`src/rtl/ccff_loader_pkg.sv`:
```
// ccff_loader_pkg: shared types and helpers for the ccff chain loader.
// Holds the loader FSM state encoding and final-word sizing.
package ccff_loader_pkg;

    typedef enum logic [1:0] {
        IDLE,
        LOAD,
        SHIFT,
        DONE
    } state_e;

    // Valid bits carried in the MSBs of the last word of a pass.
    function automatic int last_word_bits(input int chain_len,
                                          input int data_w);
        int rem;
        rem = chain_len % data_w;
        return (rem == 0) ? data_w : rem;
    endfunction

endpackage

```
`src/rtl/ccff_word_serializer.sv`:
```
// ccff_word_serializer: parallel-in / serial-out word shifter, MSB first.
// bit_o is the register MSB, so the serial output is registered.
module ccff_word_serializer
    import ccff_loader_pkg::*;
#(
    parameter int DATA_W = 8
) (
    input  logic              clk_i,
    input  logic              rst_i,
    input  logic              load_i,
    input  logic              shift_i,
    input  logic [DATA_W-1:0] data_i,
    output logic              bit_o,
    output logic              word_empty_o
);

    localparam int CW = $clog2(DATA_W + 1);

    logic [DATA_W-1:0] sreg_q, sreg_d;
    logic [CW-1:0]     cnt_q, cnt_d;

    // Load a fresh word or advance one bit toward the MSB.
    always_comb begin
        sreg_d = sreg_q;
        cnt_d  = cnt_q;
        if (load_i) begin
            sreg_d = data_i;
            cnt_d  = CW'(DATA_W);
        end else if (shift_i && (cnt_q != '0)) begin
            sreg_d = sreg_q << 1;
            cnt_d  = cnt_q - CW'(1);
        end
    end

    // Shifter and remaining-bit count registers.
    always_ff @(posedge clk_i) begin
        if (rst_i) begin
            sreg_q <= '0;
            cnt_q  <= '0;
        end else begin
            sreg_q <= sreg_d;
            cnt_q  <= cnt_d;
        end
    end

    assign bit_o        = sreg_q[DATA_W-1];
    // No bits remain after the one currently on bit_o.
    assign word_empty_o = (cnt_q <= CW'(1));

endmodule

```
`src/rtl/ccff_chain_loader.sv`:
```
// ccff_chain_loader: streams host words MSB-first into a ccff scan chain.
// Optional tail readback compare is built with CCFF_LOADER_VERIFY_EN.
module ccff_chain_loader
    import ccff_loader_pkg::*;
#(
    parameter int CHAIN_LEN = 52,
    parameter int DATA_W    = 8
) (
    input  logic              prog_clk,
    input  logic              pReset,
    input  logic              start,
    input  logic              verify,
    input  logic [DATA_W-1:0] s_data,
    input  logic              s_valid,
    output logic              s_ready,
    output logic              ccff_head,
    output logic              ccff_clk_en,
    input  logic              ccff_tail,
    output logic              busy,
    output logic              done,
    output logic              error
);

    localparam int CNT_W = $clog2(CHAIN_LEN + 1);
    localparam logic [CNT_W-1:0] LAST_BIT = CNT_W'(CHAIN_LEN - 1);

    state_e           state_q, state_d;
    logic [CNT_W-1:0] bit_cnt_q;
    logic             clk_en_q;
    logic             word_empty;
    logic             ser_load;
    logic             ser_shift;
    logic             last_bit;
    logic             start_acc;

    assign last_bit  = (bit_cnt_q == LAST_BIT);
    assign start_acc = (state_q == IDLE) && start;

    ccff_word_serializer #(
        .DATA_W (DATA_W)
    ) u_ser (
        .clk_i        (prog_clk),
        .rst_i        (pReset),
        .load_i       (ser_load),
        .shift_i      (ser_shift),
        .data_i       (s_data),
        .bit_o        (ccff_head),
        .word_empty_o (word_empty)
    );

    // FSM state register.
    always_ff @(posedge prog_clk) begin
        if (pReset) state_q <= IDLE;
        else        state_q <= state_d;
    end

    // FSM next-state logic.
    always_comb begin
        state_d = state_q;
        unique case (state_q)
            IDLE:  if (start) state_d = LOAD;
            LOAD:  if (s_valid) state_d = SHIFT;
            SHIFT: begin
                if (last_bit)                    state_d = DONE;
                else if (word_empty && !s_valid) state_d = LOAD;
            end
            DONE:    state_d = IDLE;
            default: state_d = IDLE;
        endcase
    end

    // FSM outputs: handshake, shifter control and status.
    always_comb begin
        s_ready   = 1'b0;
        ser_load  = 1'b0;
        ser_shift = 1'b0;
        busy      = 1'b0;
        done      = 1'b0;
        unique case (state_q)
            LOAD: begin
                busy     = 1'b1;
                s_ready  = 1'b1;
                ser_load = s_valid;
            end
            SHIFT: begin
                busy      = 1'b1;
                s_ready   = word_empty && !last_bit;
                ser_load  = word_empty && !last_bit && s_valid;
                ser_shift = !(word_empty && !last_bit && s_valid);
            end
            DONE:    done = 1'b1;
            default: ;
        endcase
    end

    // Bit counter and registered chain shift enable.
    always_ff @(posedge prog_clk) begin
        if (pReset) begin
            bit_cnt_q <= '0;
            clk_en_q  <= 1'b0;
        end else begin
            clk_en_q <= (state_d == SHIFT);
            if (start_acc)               bit_cnt_q <= '0;
            else if (state_q == SHIFT)   bit_cnt_q <= bit_cnt_q + CNT_W'(1);
        end
    end

    assign ccff_clk_en = clk_en_q;

`ifdef CCFF_LOADER_VERIFY_EN
    logic verify_q;
    logic error_q;

    // Sticky tail-vs-head compare on every enabled bit of a verify pass.
    always_ff @(posedge prog_clk) begin
        if (pReset) begin
            verify_q <= 1'b0;
            error_q  <= 1'b0;
        end else if (start_acc) begin
            verify_q <= verify;
            error_q  <= 1'b0;
        end else if (verify_q && clk_en_q && (ccff_tail != ccff_head)) begin
            error_q <= 1'b1;
        end
    end

    assign error = error_q;
`else
    logic unused_verify;
    assign unused_verify = verify ^ ccff_tail;
    assign error         = 1'b0;
`endif

endmodule

```
`config.mk`:
```
export PLATFORM = sky130hd
export DESIGN_NAME = ccff_chain_loader
export DESIGN_NICKNAME = d
export VERILOG_FILES = /design/src/rtl/ccff_loader_pkg.sv /design/src/rtl/ccff_word_serializer.sv /design/src/rtl/ccff_chain_loader.sv
export SDC_FILE = /design/constraint.sdc
export NUM_CORES = 1
export LEC_CHECK = 0
export ABC_AREA = 1
export CORE_MARGIN = 8
export CORE_UTILIZATION = 40
export CTS_BUF_LIST = sky130_fd_sc_hd__clkbuf_16
export DETAILED_ROUTE_END_ITERATION = 8
export SETUP_SLACK_MARGIN = 0.05
export SLEW_MARGIN = 20
export SYNTH_ARGS = -nofsm -noshare
export SYNTH_HDL_FRONTEND = slang
export SYNTH_SLANG_ARGS = --single-unit
export TNS_END_PERCENT = 10
```
`constraint.sdc`:
```
create_clock -name prog_clk -period 3.9 [get_ports prog_clk]
set_input_delay 0.39 -clock prog_clk [delete_from_list [all_inputs] [get_ports prog_clk]]
set_output_delay 0.39 -clock prog_clk [all_outputs]
set_load 0.05 [all_outputs]
```
=== Word level (Yosys, flattened, before mapping) ===
Index checks and enable logic that the tools add are counted.

* Register bits after elaboration: 21
* Bits in latches: 0
* RAM bits: 0
* ROM bits: 0
* Memories: 0

* Add/sub/neg operators: 2
* $mul: 0
* Div/mod/pow operators: 0
* $lt $le $gt $ge: 1
* Eq/ne operators: 5
* Shift-type cells: 0
* Multiplexer cells: 14
* Bitwise operators: 0
* Reductions and logical operators: 14

{| class="wikitable"
|+ Operators by type and width
! kind !! number
|-
| $mux W8 || 2
|-
| $mux W2 || 4
|-
| $mux W4 || 2
|-
| $pmux W2 S4 || 1
|-
| $add A6 B1 Y6 const B || 1
|-
| $eq A2 B2 Y1 const B || 3
|-
| $eq A6 B6 Y1 const B || 1
|-
| $reduce_or A2 Y1 || 3
|-
| $logic_and A1 B1 Y1 || 5
|-
| $le A4 B1 Y1 const B || 1
|-
| $pmux W1 S2 || 2
|-
| $reduce_bool A4 Y1 || 1
|-
| $sub A4 B1 Y4 const B || 1
|-
| $logic_not A1 Y1 || 3
|-
| $mux W1 || 3
|-
| $eq A2 B1 Y1 const B || 1
|-
| $logic_not A2 Y1 || 1
|-
| $reduce_bool A2 Y1 || 1
|}

=== Longest topological paths before layout ===
Gate-level depths: netlist (run 1).

* Word-level depth: 9
* Gate-level depth with buffers: 13
* Gate-level depth less buffers: 13

=== Hierarchy ===
Synthesis (run 1) repeated with hierarchy kept, for this count alone.

* Cell total of the unflattened synthesis: 182
* Area total of the unflattened synthesis: 1229.9 sq um

{| class="wikitable"
|+ Modules (own cells, without submodules)
! module !! instances !! cells each !! area each (sq um) !! sequential area each (sq um)
|-
| ccff_word_serializer || 1 || 96 || 656.9 || 240.2
|-
| ccff_chain_loader || 1 || 86 || 573.0 || 180.2
|}

=== Worst setup path before layout (run 1) ===
No wires, ideal clock.

* Path type: reg2reg
* Start: reg state_q[1]
* End: reg u_ser.sreg_q[0]
* Setup time: 0.072 ns
* Arrival time: 2.849 ns
* Required time: 3.828 ns
* Path slack: 0.979 ns
* Cell stages (with the launch flop): 7
* Path buffers: 1
* Period minus slack after synthesis: 2.921 ns
* Cells stage by stage: dfxtp_1 -> inv_1 -> ha_1 -> buf_2 -> a21boi_0 -> nand3_1 -> a21oi_1

* Longest elaborated chain between the ends: 4

{| class="wikitable"
|+ RTL lines
! item !! line !! RTL
|-
| start: declaration || ccff_chain_loader.sv:27 || <nowiki>state_e state_q, state_d;</nowiki>
|-
| start signal: assignment || ccff_chain_loader.sv:54 || <nowiki>else state_q <= state_d;</nowiki>
|-
| $eq A2 B2 Y1 || ccff_chain_loader.sv:79 || <nowiki>unique case (state_q)</nowiki>
|-
| $mux W1 || ccff_chain_loader.sv:79 ||
|-
| $logic_and A1 B1 Y1 || ccff_word_serializer.sv:29 || <nowiki>end else if (shift_i && (cnt_q != '0)) begin</nowiki>
|-
| $reduce_bool A2 Y1 (no source line) || - ||
|-
| end signal: assignment || ccff_word_serializer.sv:41 || <nowiki>sreg_q <= sreg_d;</nowiki>
|-
| end: declaration || ccff_word_serializer.sv:19 || <nowiki>logic [DATA_W-1:0] sreg_q, sreg_d;</nowiki>
|}

Several ways; a longest one is shown, not always the timed one.
A chain may end at the register's enable or synchronous reset.

=== Final worst setup path (run 1) ===
* Start: reg state_q[1]
* End: out s_ready

* Longest elaborated chain between the ends: 2

{| class="wikitable"
|+ RTL lines
! item !! line !! RTL
|-
| $eq A2 B2 Y1 / $eq A2 B1 Y1 (equally long branches) || ccff_chain_loader.sv:79 ||
|-
| $pmux W1 S2 (*) || ccff_chain_loader.sv:79 ||
|-
| end: declaration || ccff_chain_loader.sv:15 || <nowiki>output logic s_ready,</nowiki>
|}

Every way passes the cells marked *; elsewhere a longest branch is shown, timed or not.

==> summary.md, run 1 <==
| Metric | Value |
|---|---|
| Status | finished clean |
| Layout area overhead | 18.6% |
| Fin crit period | 2.85 ns |
| Post-synth ARST share | 0 |
| Skew-Pair Late Insertion Delay | 0.25 ns |
| Post-synth top flop | dfxtp_1 |
| FF-to-FF path depth | 7 |
| Pwr Density | 346 nW/um2 |
| Setup violators final | 0 |
| Critical path endpoint category | primary output |
| Worst hold endpoint | u_ser.sreg_q[2]$_SDFFE_PP0P_ |
| DP HPWL | 2090 um |
| Share of cells above drive strength 1 | 0.0974 |
| Final Hold Slack | 0.489 ns |
| Seq/Total Area, Yosys | 0.320 |
| Initial core utilization | 0.406 |
| Final Skew | 0.00161 ns |
| Slowest stage delay, CP | 0.86 ns |
| Die area | 5370 um2 |
| # fillers | 331 |
| Dpl cells | 237 |
| Antenna violations before repair | 0 |
| LEAKAGE | 0.651 nW |
| Root Driver | clkbuf_16 |
| GRT Residual Overflow | 0 |
| Warnings from Yosys | 0 |
| Rel. slew slack | 0.620 |
| Post-synthesis register bit count | 21 |
| Total number of vias | 1187 |
| 1st-iter DRT viols | 93 |
| Avg Inst Size Synth | 7.21 um2 |
| Post-Syn Area | 1310 um2 |
| Final Max Tran Viols | 0 |
| CP Launch Type | flop |
| Final WS setup | 1.05 ns |
| Max Cap Viol | 0 |
| DR DRC count | 0 |
| Register clock-pin slew on the reported worst setup and hold paths | 0.06 ns |
| Post-Syn Nets | 205 |
| Post-CTS Resized | 0 |
| Core Area | 3230 um2 |
| Worst-path cell chain | inv_1 > ha_1 > a21boi_0 > clkdlybuf4s50_1 |
| H-tree Lvls | 1 |
| DRT Wirelength | 2780 um |
| WS Path Type | flop to primary output |
| Slowest-stage cell, CP | clkdlybuf4s50_1 |
| Hold Crit Class | flop to flop |
| Setup bufs post-CTS | 0 |
| CTS tree | done |
| DRT antenna net count | 0 |
| Total GRT Usage | 0.112 |
| EDFF count, synth | 0 |
| Die height | 73.3 um |
| Critical Path AT | 2.46 ns |
| Final GP Congestion | 0.801 |
| Port bufs | 16 |
| Top cell type's share of synthesized area | 0.320 |
| CTS sink count | 21 |
| CTS buffer count | 3 |
| Vias in the first global route | 1169 |
| CP Max Fanout | 10 |
| Hold path depth | 2 |
| N_diodes | 0 |
| Synth top area cells | dfxtp_1 (32%), nand2_1 (10%), nand3_1 (9.9%) |
| Synth unique cells | 29 |
| DR WL/cell | 11.5 um |
| Max IR drop VDD | 0.267 mV |
| Tightest Pin Transition | 0.568 ns |
| Synth Instances | 182 |
| Worst reg2reg path endpoint | u_ser.cnt_q[2]$_SDFFE_PP0P_ |
| Post-route non-filler standard cell count | 241 |
| Rows | 21 |
| Clk buf depth | 2 |
| Critical R2R Launch | state_q[0]$_SDFF_PP0_ |
| First-pass GRT wire length | 4890 um |
| Nets | 219 |
| Largest net degree at the start of global routing | 19 |
| Pre-antenna DRT Iters | 4 |
| Unrepaired setup endpoints after global routing | no |
| Register-to-register path setup slack | 1.91 ns |
| I/O Pins | 20 |
| DR vias/cell | 4.93 |
| Dpl ws | 1.31 ns |
| Final period utilization | 0.730 |
| F_max | 0.351 GHz |
| Pwr Total | 0.538 mW |
| WP data required | 3.51 ns |
| Yosys top cell by area | dfxtp_1 |
| HP Start | u_ser.sreg_q[2]$_SDFFE_PP0P_ |
| Endpoints failing hold | 0 |
| Commonest cells in the netlist | nand2_1 (36), nand3_1 (26), inv_1 (23) |
| TNS Setup | 0 ns |
| Most numerous cell in the Yosys netlist | nand2_1 |
| Die X | 73.3 um |
| CTS hold repair buffers | 0 |
-- cell usage in the layout, fill, tap and decap left out, drive strengths merged --
cell type / Yosys / layout
or2: 1 / 1
o21ai: 3 / 3
nor2: 11 / 11
nor3: 3 / 3
nor3b: 3 / 3
dfxtp: 21 / 21
inv: 25 / 25
a21oi: 17 / 17
a21boi: 1 / 1
nand2: 41 / 41
conb: 1 / 1
clkbuf: 2 / 3
nand4: 8 / 8
clkdlybuf4s50: 0 / 16
ha: 9 / 9
or3: 1 / 1
nand3: 30 / 30
clkinv: 0 / 1
-- final cells by class --
type	count	area [um2]	area share
sequential	21	420	0.270
tap	46	57.6	0.0370
clock buffer	3	75.1	0.0482
multi-input combinational	129	744	0.478
inverter	25	93.8	0.0603
timing repair buffer	16	160	0.103
clock inverter	1	5.00	0.00322
-- worst max-delay path, delay by kind of cell, from the launching register on --
family                   cells  cell delay, ns
AO/OA/AOI/OAI                1            0.30
adder cells (fa/ha/maj)      1            0.53
buffers and inverters        2            0.97
flip-flops                   1            0.41
-- worst max path at each step --
| stage | start | slack (ns) | end |
|---|---|---|---|
| 2_1_floorplan | state_q[1]$_SDFF_PP0_ | 0.98 | u_ser.sreg_q[0]$_SDFFE_PP0P_ |
| 3_3_place_gp | state_q[1]$_SDFF_PP0_ | 1.33 | s_ready |
| 3_5_place_dp | state_q[0]$_SDFF_PP0_ | 1.31 | s_ready |
| 4_1_cts | state_q[1]$_SDFF_PP0_ | 1.04 | s_ready |
| 5_1_grt | state_q[1]$_SDFF_PP0_ | 0.87 | s_ready |
| 6_report | state_q[1]$_SDFF_PP0_ | 1.05 | s_ready |
-- metrics by stage --
stage / util / instance area, um2
3_5_place_dp: 0.457 / 1480
5_1_grt: 0.482 / 1560
6_report: 0.482 / 1560
4_1_cts: 0.482 / 1560
3_3_place_gp: 0.457 / 1480
2_1_floorplan: - / 1310
-- power breakdown --
group / leakage [nW] / total [mW] / switching (mW) / internal, mW
Clock: 0.0409 / 0.214 / 0.0760 / 0.138
Sequential: 0.170 / 0.227 / 0.00530 / 0.222
Combinational: 0.440 / 0.0973 / 0.0624 / 0.0348
Total: 0.651 / 0.538 / 0.144 / 0.394
-- cells by family (layout without fill, tap and decap cells) --
| group | count (synthesis) | in the layout | share of synthesized area |
|---|---|---|---|
| other | 1 | 1 | 0.00286 |
| DFF | 21 | 21 | 0.320 |
| buffers and inverters | 32 | 45 | 0.112 |
| adders and majority gates | 9 | 9 | 0.0858 |
| and+or+nand+nor | 98 | 98 | 0.385 |
| AOI/OAI and AO/OA | 21 | 21 | 0.0934 |
-- flip-flops by register name (all words and copies together), names as in the netlist --
signal / count
u_ser.sreg_q: 8
u_ser.cnt_q: 4
ccff_clk_en: 1
bit_cnt_q: 6
state_q: 2
-- metal layers --
layer / GRT usage / vias to the layer above / wire length, um
li1: - / 624 / -
met1: 0.135 / 543 / 1310
met2: 0.181 / 18 / 1350
met3: 0.0314 / 2 / 102
met4: 0.0489 / 0 / 19
met5: 0 / - / 0
No activity file was read; power rests on OpenSTA's default activity.
==> run 2, diff against run 1 <==
clock period = 2.39 ns   (was 3.9 ns; I/O delays follow)
==> summary.md, run 2 (synthesized netlist as in run 1, its figures left out) <==
| Metric | Value |
|---|---|
| Critical Path AT | 1.82 ns (was 2.46 ns) |
| Slowest-stage cell, CP | ha_1 (was clkdlybuf4s50_1) |
| Worst-path cell chain | inv_1 > ha_1 > a21boi_2 > buf_4 (was inv_1 > ha_1 > a21boi_0 > clkdlybuf4s50_1) |
| Total GRT Usage | 0.115 (was 0.112) |
| Int Power | 0.645 mW (was 0.394 mW) |
| Clock network power share | 0.401 (was 0.397) |
| TNS Setup | 0 ns (unchanged) |
| Root Driver | clkbuf_16 (unchanged) |
| Final period utilization | 0.860 |
| H-tree Lvls | 1 (unchanged) |
| Unrepaired setup endpoints after global routing | no (unchanged) |
| Rows | 21 (unchanged) |
| Die X | 73.3 um (unchanged) |
| Hold path depth | 2 (unchanged) |
| DRT antenna net count | 0 (unchanged) |
| Die area | 5370 um2 (unchanged) |
| Final GP Congestion | 0.760 (was 0.801) |
| Post-CTS Resized | 0 (unchanged) |
| CP Launch Type | flop (unchanged) |
| GRT Residual Overflow | 0 (unchanged) |
| Critical path endpoint category | primary output (unchanged) |
| First-pass GRT wire length | 4890 um (unchanged) |
| Final instance area | 1580 um2 (was 1560 um2) |
| Most frequent cells in the layout | nand2_1 (36), nand3_1 (26), inv_1 (24) (was nand2_1 (36), nand3_1 (26), inv_1 (23)) |
| Pre-antenna DRT Iters | 4 (unchanged) |
| Endpoints failing hold | 0 (unchanged) |
| Status | finished clean (unchanged) |
| DR vias/cell | 4.93 (about the same) |
| Die height | 73.3 um (unchanged) |
| Largest regs | u_ser.sreg_q (8), bit_cnt_q (6), u_ser.cnt_q (4) (unchanged) |
| Share of cells above drive strength 1 | 0.126 (was 0.0974) |
| Comb power frac | 0.184 (was 0.181) |
| Dpl cell area | 1510 um2 (was 1480 um2) |
| Pwr Total | 0.893 mW (was 0.538 mW) |
| Setup violators final | 0 (unchanged) |
| Pwr Density | 564 nW/um2 (was 346 nW/um2) |
| DRT Wirelength | 2960 um (was 2780 um) |
| Rel. slew slack | 0.659 (was 0.620) |
| WP data required | 2.15 ns (was 3.51 ns) |
| DR DRC count | 0 (unchanged) |
| Seq pwr share | 0.415 (was 0.422) |
| Final Hold Slack | 0.487 ns (was 0.489 ns) |
| F_max | 0.487 GHz |
| WS Path Type | flop to primary output (unchanged) |
| Final Skew | 0.00135 ns (was 0.00161 ns) |
| 1st-iter DRT viols | 115 (was 93) |
| CP Max Fanout | 10 (unchanged) |
| Total number of vias | 1209 (was 1187) |
| Commonest non-fill, non-tap cell in the layout | nand2_1 (unchanged) |
| Core Area | 3230 um2 (unchanged) |
| FF-to-FF path depth | 7 (unchanged) |
| Largest net degree at the start of global routing | 19 (unchanged) |
| Tightest Pin Transition | 0.509 ns (was 0.568 ns) |
| Setup bufs post-CTS | 0 (unchanged) |
| Max Cap Viol | 0 (unchanged) |
| Switching portion of total power | 0.278 (was 0.267) |
| DP HPWL | 2150 um (was 2090 um) |
| Slowest stage delay, CP | 0.55 ns (was 0.86 ns) |
| DR WL/cell | 12.1 um (was 11.5 um) |
| Hold Crit Class | flop to flop (unchanged) |
| Initial core utilization | 0.406 (unchanged) |
| Register clock-pin slew on the reported worst setup and hold paths | 0.06 ns (about the same) |
| N_diodes | 0 (unchanged) |
| Clk buf depth | 2 (unchanged) |
| Layout area overhead | 20.7% (was 18.6%) |
| CTS hold repair buffers | 0 (unchanged) |
| Final Max Tran Viols | 0 (unchanged) |
| Nets | 223 (was 219) |
| CTS sink count | 21 (unchanged) |
| Port bufs | 16 (unchanged) |
| Max IR drop VDD | 0.240 mV (was 0.267 mV) |
| Fin crit period | 2.05 ns |
| Vias in the first global route | 1126 (was 1169) |
| Reg with most FFs | u_ser.sreg_q (unchanged) |
| Number of flip-flops in the largest register | 8 (unchanged) |
| I/O Pins | 20 (unchanged) |
| Skew-Pair Late Insertion Delay | 0.26 ns (was 0.25 ns) |
| Antenna violations before repair | 0 (unchanged) |
| CTS buffer count | 3 (unchanged) |
| Switch Pwr | 0.248 mW (was 0.144 mW) |
| CTS tree | done (unchanged) |
| LEAKAGE | 0.676 nW (was 0.651 nW) |
-- run 2: cell count changes in the layout (fill, tap and decap cells not counted) --
cell,change
a21boi_0,-1
buf_4,+6
clkdlybuf4s50_1,-2
clkinv_2,-1
a21boi_2,+1
inv_1,+1
-- run 2: final timing paths --
path | from | end | slack (ns)
worst max-delay path | state_q[1]$_SDFF_PP0_ | s_ready | 0.34
worst min-delay path | bit_cnt_q[1]$_SDFFE_PP0P_ | bit_cnt_q[1]$_SDFFE_PP0P_ | 0.49
worst max register to register | state_q[0]$_SDFF_PP0_ | u_ser.cnt_q[2]$_SDFFE_PP0P_ | 0.56
worst min register to register | bit_cnt_q[1]$_SDFFE_PP0P_ | bit_cnt_q[1]$_SDFFE_PP0P_ | 0.49
-- run 2: cell type report --
type                    instances  area [um2]
clock inverters                 1        3.75
inverters                      25        93.8
repair buffers                 20         185
multi-input cells             129         748
flip-flops and latches         21         420
fillers                       329        1650
well taps                      46        57.6
clock buffers                   3        75.1
-- run 2: metrics by stage --
step	cells	setup slack [ns]	utilization
after floorplan	182	0.200	-
final	245	0.336	0.490
after global routing	245	0.237	0.490
after global placement	241	0.624	0.466
after detailed placement	241	0.573	0.466
after CTS	245	0.346	0.490
-- run 2: power by group through the flow --
| stage | clock, mW | sequential [mW] | combinational [mW] |
|---|---|---|---|
| 2_1_floorplan | 0 | 0.380 | 0.114 |
| 3_3_place_gp | 0 | 0.378 | 0.162 |
| 3_5_place_dp | 0 | 0.378 | 0.164 |
| 4_1_cts | 0.359 | 0.370 | 0.165 |
| 5_1_grt | 0.377 | 0.372 | 0.181 |
| 6_report | 0.358 | 0.371 | 0.165 |
-- run 2: worst max-delay path, delay by kind of cell, from the launching register on --
kind	cells	cell delay [ns]
flops	1	0.43
buf+inv	2	0.33
fa+ha+maj	1	0.55
compound gates	1	0.25
-- run 2: per-layer routing --
metal / part of all wire / wire (um) / up-vias / track usage
met5: 0 / 0 / - / 0
met4: 0.011 / 33 / 0 / 0.0422
met3: 0.044 / 131 / 4 / 0.0396
met2: 0.49 / 1440 / 15 / 0.192
met1: 0.46 / 1350 / 564 / 0.131
li1: - / - / 626 / -
